### config.mk
export PLATFORM = sky130hd
export DESIGN_NAME = ps2_scancode_rx
export DESIGN_NICKNAME = d
export VERILOG_FILES = /design/src/rtl/ps2_scancode_rx.sv
export SDC_FILE = /design/constraint.sdc
export NUM_CORES = 1
export LEC_CHECK = 0
export BUFFER_PORTS_ARGS = -buffer_cell sky130_fd_sc_hd__buf_2
export CAP_MARGIN = 20
export CORE_MARGIN = 2
export CORE_UTILIZATION = 55
export DETAILED_ROUTE_END_ITERATION = 10
export PLACE_DENSITY = 0.73
export SLEW_MARGIN = 15
export SYNTH_ARGS = -nofsm -noshare
export SYNTH_HDL_FRONTEND = slang
export SYNTH_SLANG_ARGS = --single-unit
### constraint.sdc
create_clock -name clk -period 4.71 [get_ports clk]
set_input_delay 0.471 -clock clk [delete_from_list [all_inputs] [get_ports clk]]
set_output_delay 0.471 -clock clk [all_outputs]
set_load 0.01 [all_outputs]
### src/rtl/ps2_scancode_rx.sv
// PS/2 keyboard receiver: conditions the raw lines, deframes 11-bit frames and
// strips E0/F0 prefixes to report one scan code per key event.
module ps2_scancode_rx #(
    parameter int unsigned FILTER_LEN     = 4,
    parameter int unsigned TIMEOUT_CYCLES = 100000
) (
    input  logic       clk,
    input  logic       rst,
    input  logic       ps2_clk,
    input  logic       ps2_data,
    output logic [7:0] keycode,
    output logic       key_valid,
    output logic       key_release,
    output logic       key_extended,
    output logic       frame_err
);

    localparam int unsigned TW = $clog2(TIMEOUT_CYCLES + 1);

    typedef enum logic [1:0] {StIdle, StData, StParity, StStop} state_e;

    logic [1:0]    clk_sync_q, clk_sync_d;
    logic [1:0]    dat_sync_q, dat_sync_d;
    logic          filt_q, filt_d;
    logic [3:0]    filt_cnt_q, filt_cnt_d;
    state_e        state_q, state_d;
    logic [2:0]    bit_cnt_q, bit_cnt_d;
    logic [7:0]    shift_q, shift_d;
    logic          par_q, par_d;
    logic [TW-1:0] tout_q, tout_d;
    logic          byte_rdy_q, byte_rdy_d;
    logic          err_q, err_d;
    logic          ext_q, ext_d;
    logic          brk_q, brk_d;
    logic [7:0]    keycode_q, keycode_d;
    logic          key_valid_q, key_valid_d;
    logic          key_release_q, key_release_d;
    logic          key_extended_q, key_extended_d;
    logic          frame_err_q, frame_err_d;

    logic clk_s, dat_s, fall_stb;

    assign clk_s = clk_sync_q[1];
    assign dat_s = dat_sync_q[1];

    // Input conditioning: the filtered level only follows a run of FILTER_LEN disagreeing samples.
    always_comb begin
        clk_sync_d = {clk_sync_q[0], ps2_clk};
        dat_sync_d = {dat_sync_q[0], ps2_data};
        filt_d     = filt_q;
        filt_cnt_d = 4'd0;
        if (clk_s != filt_q) begin
            if (filt_cnt_q == 4'(FILTER_LEN - 1)) begin
                filt_d = clk_s;
            end else begin
                filt_cnt_d = filt_cnt_q + 4'd1;
            end
        end
    end

    assign fall_stb = filt_q & ~filt_d;

    always_comb begin
        state_d    = state_q;
        bit_cnt_d  = bit_cnt_q;
        shift_d    = shift_q;
        par_d      = par_q;
        byte_rdy_d = 1'b0;
        err_d      = 1'b0;
        tout_d     = (state_q == StIdle || fall_stb) ? '0 : tout_q + 1'b1;

        unique case (state_q)
            StIdle: begin
                if (fall_stb && !dat_s) begin
                    state_d   = StData;
                    bit_cnt_d = 3'd0;
                end
            end
            StData: begin
                if (fall_stb) begin
                    shift_d   = {dat_s, shift_q[7:1]};
                    bit_cnt_d = bit_cnt_q + 3'd1;
                    if (bit_cnt_q == 3'd7) state_d = StParity;
                end
            end
            StParity: begin
                if (fall_stb) begin
                    par_d   = dat_s;
                    state_d = StStop;
                end
            end
            StStop: begin
                if (fall_stb) begin
                    if (dat_s && (^{shift_q, par_q})) byte_rdy_d = 1'b1;
                    else                              err_d      = 1'b1;
                    state_d = StIdle;
                end
            end
            default: state_d = StIdle;
        endcase

        if (state_q != StIdle && !fall_stb && tout_q == TW'(TIMEOUT_CYCLES - 1)) begin
            state_d = StIdle;
            err_d   = 1'b1;
            tout_d  = '0;
        end
    end

    // Prefix decoder runs one cycle after the frame completes; shift_q is stable then.
    always_comb begin
        ext_d          = ext_q;
        brk_d          = brk_q;
        keycode_d      = keycode_q;
        key_valid_d    = 1'b0;
        key_release_d  = key_release_q;
        key_extended_d = key_extended_q;
        frame_err_d    = err_q;
        if (err_q) begin
            ext_d = 1'b0;
            brk_d = 1'b0;
        end else if (byte_rdy_q) begin
            if (shift_q == 8'hE0) begin
                ext_d = 1'b1;
            end else if (shift_q == 8'hF0) begin
                brk_d = 1'b1;
            end else begin
                keycode_d      = shift_q;
                key_release_d  = brk_q;
                key_extended_d = ext_q;
                key_valid_d    = 1'b1;
                ext_d          = 1'b0;
                brk_d          = 1'b0;
            end
        end
    end

    always_ff @(posedge clk) begin
        if (!rst) begin
            clk_sync_q     <= 2'b11;
            dat_sync_q     <= 2'b11;
            filt_q         <= 1'b1;
            filt_cnt_q     <= 4'd0;
            state_q        <= StIdle;
            bit_cnt_q      <= 3'd0;
            shift_q        <= 8'd0;
            par_q          <= 1'b0;
            tout_q         <= '0;
            byte_rdy_q     <= 1'b0;
            err_q          <= 1'b0;
            ext_q          <= 1'b0;
            brk_q          <= 1'b0;
            keycode_q      <= 8'd0;
            key_valid_q    <= 1'b0;
            key_release_q  <= 1'b0;
            key_extended_q <= 1'b0;
            frame_err_q    <= 1'b0;
        end else begin
            clk_sync_q     <= clk_sync_d;
            dat_sync_q     <= dat_sync_d;
            filt_q         <= filt_d;
            filt_cnt_q     <= filt_cnt_d;
            state_q        <= state_d;
            bit_cnt_q      <= bit_cnt_d;
            shift_q        <= shift_d;
            par_q          <= par_d;
            tout_q         <= tout_d;
            byte_rdy_q     <= byte_rdy_d;
            err_q          <= err_d;
            ext_q          <= ext_d;
            brk_q          <= brk_d;
            keycode_q      <= keycode_d;
            key_valid_q    <= key_valid_d;
            key_release_q  <= key_release_d;
            key_extended_q <= key_extended_d;
            frame_err_q    <= frame_err_d;
        end
    end

    assign keycode      = keycode_q;
    assign key_valid    = key_valid_q;
    assign key_release  = key_release_q;
    assign key_extended = key_extended_q;
    assign frame_err    = frame_err_q;

endmodule

==> results.cfg <==
[global_routing]
grt_max_degree = 36
grt_overflow_total = 0
grt.busiest_layer = met2
grt_pass1_wl_um = 5947
grt_antenna_before_repair = 0
grt.met2_usage = 0.2275
grt_use_met3 = 0.04040
grtUsageMet1 = 0.2020
grt_usage = 0.1510
grt_pass1_vias = 1375

[logic_synthesis]
synth_top_family_by_area = simple AND/OR/NAND/NOR gates
synth_area_mm2 = 0.002406
synthXorXnorAreaFrac = 0.09672
synth_edf_count = 0
synth_top_cell_by_area = dfxtp_1
yosys_warnings = 0
synthCells = 244
synth-adder-area-share = 0.04160
synthFlopType = dfxtp_1
yosys.area_share.simple = 0.2371
yosys-top-cells-area = dfxtp_1, mux2i_1, nor2b_1, nor2_1, xnor2_1
synth_seq_area_share = 0.4659
syn_avg_cell_area_um2 = 9.861
yosys-mux-area-fraction = 0.09152
synth_cell_types = 38
synth_top_cell_area_share = 0.4659
synth-compound-area-share = 0.04108
syn-num-nets = 256
synthArstFlopShare = 0
ys_ff_latch = 56

[clocking]
cts_inserted_buffers = 5
clk_latency_ns = 0.30
clockBufferDepth = 2
cts-hold-fix-buffers = 0
root_buffer = clkbuf_8
clock_sinks = 56
post_cts_buffers = 0
cts_tree = yes
ctsResizeCount = 0
h-tree-depth = 2
cts.clk_slew.worst_paths_ns = 0.09

[finish]
fillers = 373
area_growth_pct = 8.581
final_nets = 273
antenna_cells = 0
layout-drive-gt1-share = 0.1149
layout_commonest_cell = dfxtp_1
final_cell_mix = dfxtp_1, nor2_1, mux2i_1, nor2b_1, buf_2

[timing]
finalClockSkew_ns = 0.007520
max_freq_ghz = 0.4777
maxSlewHeadroom = 0.6597
rsz0062_at_grt = no
hold_viol = 0
finalMaxSlewViolations = 0
tightest_slew_ns = 0.5066
layout_worst_path_cycle_share = 0.4445
setup_violations = 0
tns_ns = 0
fin_crit_ns = 2.094

[floorplan]
rows = 24
die_h_um = 70.14
die_w_um = 70.14
start_util = 0.5603
core-area_mm2 = 0.004294
ios = 16
die_area_mm2 = 0.004920

[critical_path]
reg2regPathDepth = 6
rrSetupSlack_ns = 2.62
r2r-start = filt_cnt_q[0]$_SDFF_PP0_
max_stage_delay_ns = 0.44
rr_endpoint = shift_q[4]$_SDFFE_PN0P_
start_kind = register
crit_arrival_ns = 2.30
cp-end-kind = register
crit_chain = ha_1, nor3b_1, and2_1, nand2_1, mux2i_1, nor2b_1
crit_path_top_delay_cell = nor3b_1
cp.required_ns = 4.91
path_max_fanout = 8
worstSetupPathType = register to register

[power]
power_frac_seq = 0.599
cellInternalPower_uw = 621.5
combPwrFrac = 0.082
p_leak_nw = 1.008
vdd_drop_max_uv = 227.7
p_clk_frac = 0.319
switching_share = 0.2317
power.density_mw_per_mm2 = 309.6
switchingPower_uw = 187.4
power.total_uw = 808.9

[worst_hold_path]
hold_path_depth = 2
holdPathEnd = dat_sync_q[0]$_SDFF_PN1_
min_from = ps2_data
min_path_type = input pin to register

[route]
drtIter0Drc = 53
vias = 1563
wirelength_um = 3489
first_pass_iters = 4
ant_nets = 0
viasPerCell = 4.994
post_drt_wl_per_cell_um = 11.15
drc = 0

[placed_design]
portBuffers = 15
place_congestion = 0.7826
dpl.hpwl_um = 2456

[status]
outcome = completed

[job]
maxCapViolCount = 0
==> power groups by stage <==
stage	registers [mW]	clock network, mW	logic [mW]
6_report	0.484	0.258	0.0662
5_1_grt	0.486	0.288	0.0747
4_1_cts	0.485	0.270	0.0668
3_5_place_dp	0.496	0	0.0663
3_3_place_gp	0.495	0	0.0648
2_1_floorplan	0.494	0	0.0551
==> per-layer routing <==
metal,routed length (µm),share of wire
met1,1790,0.51
met2,1556,0.45
met3,103,0.030
met4,38,0.011
met5,0,0
==> cells by family after synthesis <==
family          Yosys count
fa+ha+maj                 8
buf+inv                  14
mux                      22
xor+xnor                 25
flops                    56
simple gates            105
compound gates           14
==> flip-flops by register name, summed over array words and instances, names as in the netlist, 2 cells and up <==
| register | count |
|---|---|
| bit_cnt_q | 3 |
| state_q | 2 |
| clk_sync_q | 2 |
| keycode | 8 |
| shift_q | 8 |
| filt_cnt_q | 4 |
| dat_sync_q | 2 |
| tout_q | 17 |
==> per-stage QoR <==
step | worst slack [ns] | cell area (µm²) | hold slack [ns] | util | instances
after floorplan | 2.874 | 2406 | 0.3863 | - | 244
after global placement | 2.643 | 2514 | 0.3885 | 0.5854 | 305
after detailed placement | 2.587 | 2514 | 0.3909 | 0.5854 | 305
after CTS | 2.584 | 2605 | 0.3343 | 0.6066 | 312
after global routing | 2.301 | 2613 | 0.3342 | 0.6084 | 313
final | 2.616 | 2613 | 0.3486 | 0.6084 | 313
==> Yosys cell counts (2+ instances only) <==
library cell  count
dfxtp_1          56
nor2_1           31
mux2i_1          22
nor2b_1          22
xnor2_1          13
nand2_1          12
xor2_1           11
nand3_1          10
ha_1              8
inv_1             8
nand2b_1          5
nand4_1           5
a21oi_1           4
and2_1            3
clkbuf_1          3
nor3b_1           3
a21boi_0          2
and3_1            2
buf_2             2
nand3b_1          2
nor3_1            2
o21ai_0           2
==> worst max-delay path by stage <==
stage | depth (start not counted) | slack, ns | endpoint | startpoint
final | 6 | 2.62 | shift_q[4]$_SDFFE_PN0P_ | filt_cnt_q[0]$_SDFF_PP0_
after global routing | 6 | 2.30 | shift_q[4]$_SDFFE_PN0P_ | filt_cnt_q[0]$_SDFF_PP0_
after CTS | 6 | 2.58 | shift_q[4]$_SDFFE_PN0P_ | filt_cnt_q[0]$_SDFF_PP0_
after detailed placement | 6 | 2.59 | shift_q[4]$_SDFFE_PN0P_ | filt_cnt_q[0]$_SDFF_PP0_
after global placement | 6 | 2.64 | shift_q[3]$_SDFFE_PN0P_ | filt_cnt_q[0]$_SDFF_PP0_
after floorplan | 7 | 2.87 | shift_q[0]$_SDFFE_PN0P_ | filt_cnt_q[0]$_SDFF_PP0_
==> critical path, delay by kind of cell, from the launching register on <==
kind                     cells  cell delay (ns)
AND/OR/NAND/NOR              4             1.21
flip-flops                   1             0.36
multiplexers                 1             0.25
adder cells (fa/ha/maj)      1             0.18
==> cell type report <==
class	count	area, µm²	area share
timing repair buffer	16	82.58	0.03161
clock inverter	1	8.758	0.003352
clock buffer	6	82.58	0.03161
inverter	8	30.03	0.01149
tap	52	65.06	0.02490
sequential	56	1121	0.4291
multi-input combinational	174	1222	0.4679
Note: power is estimated with default switching activity, not from simulation.
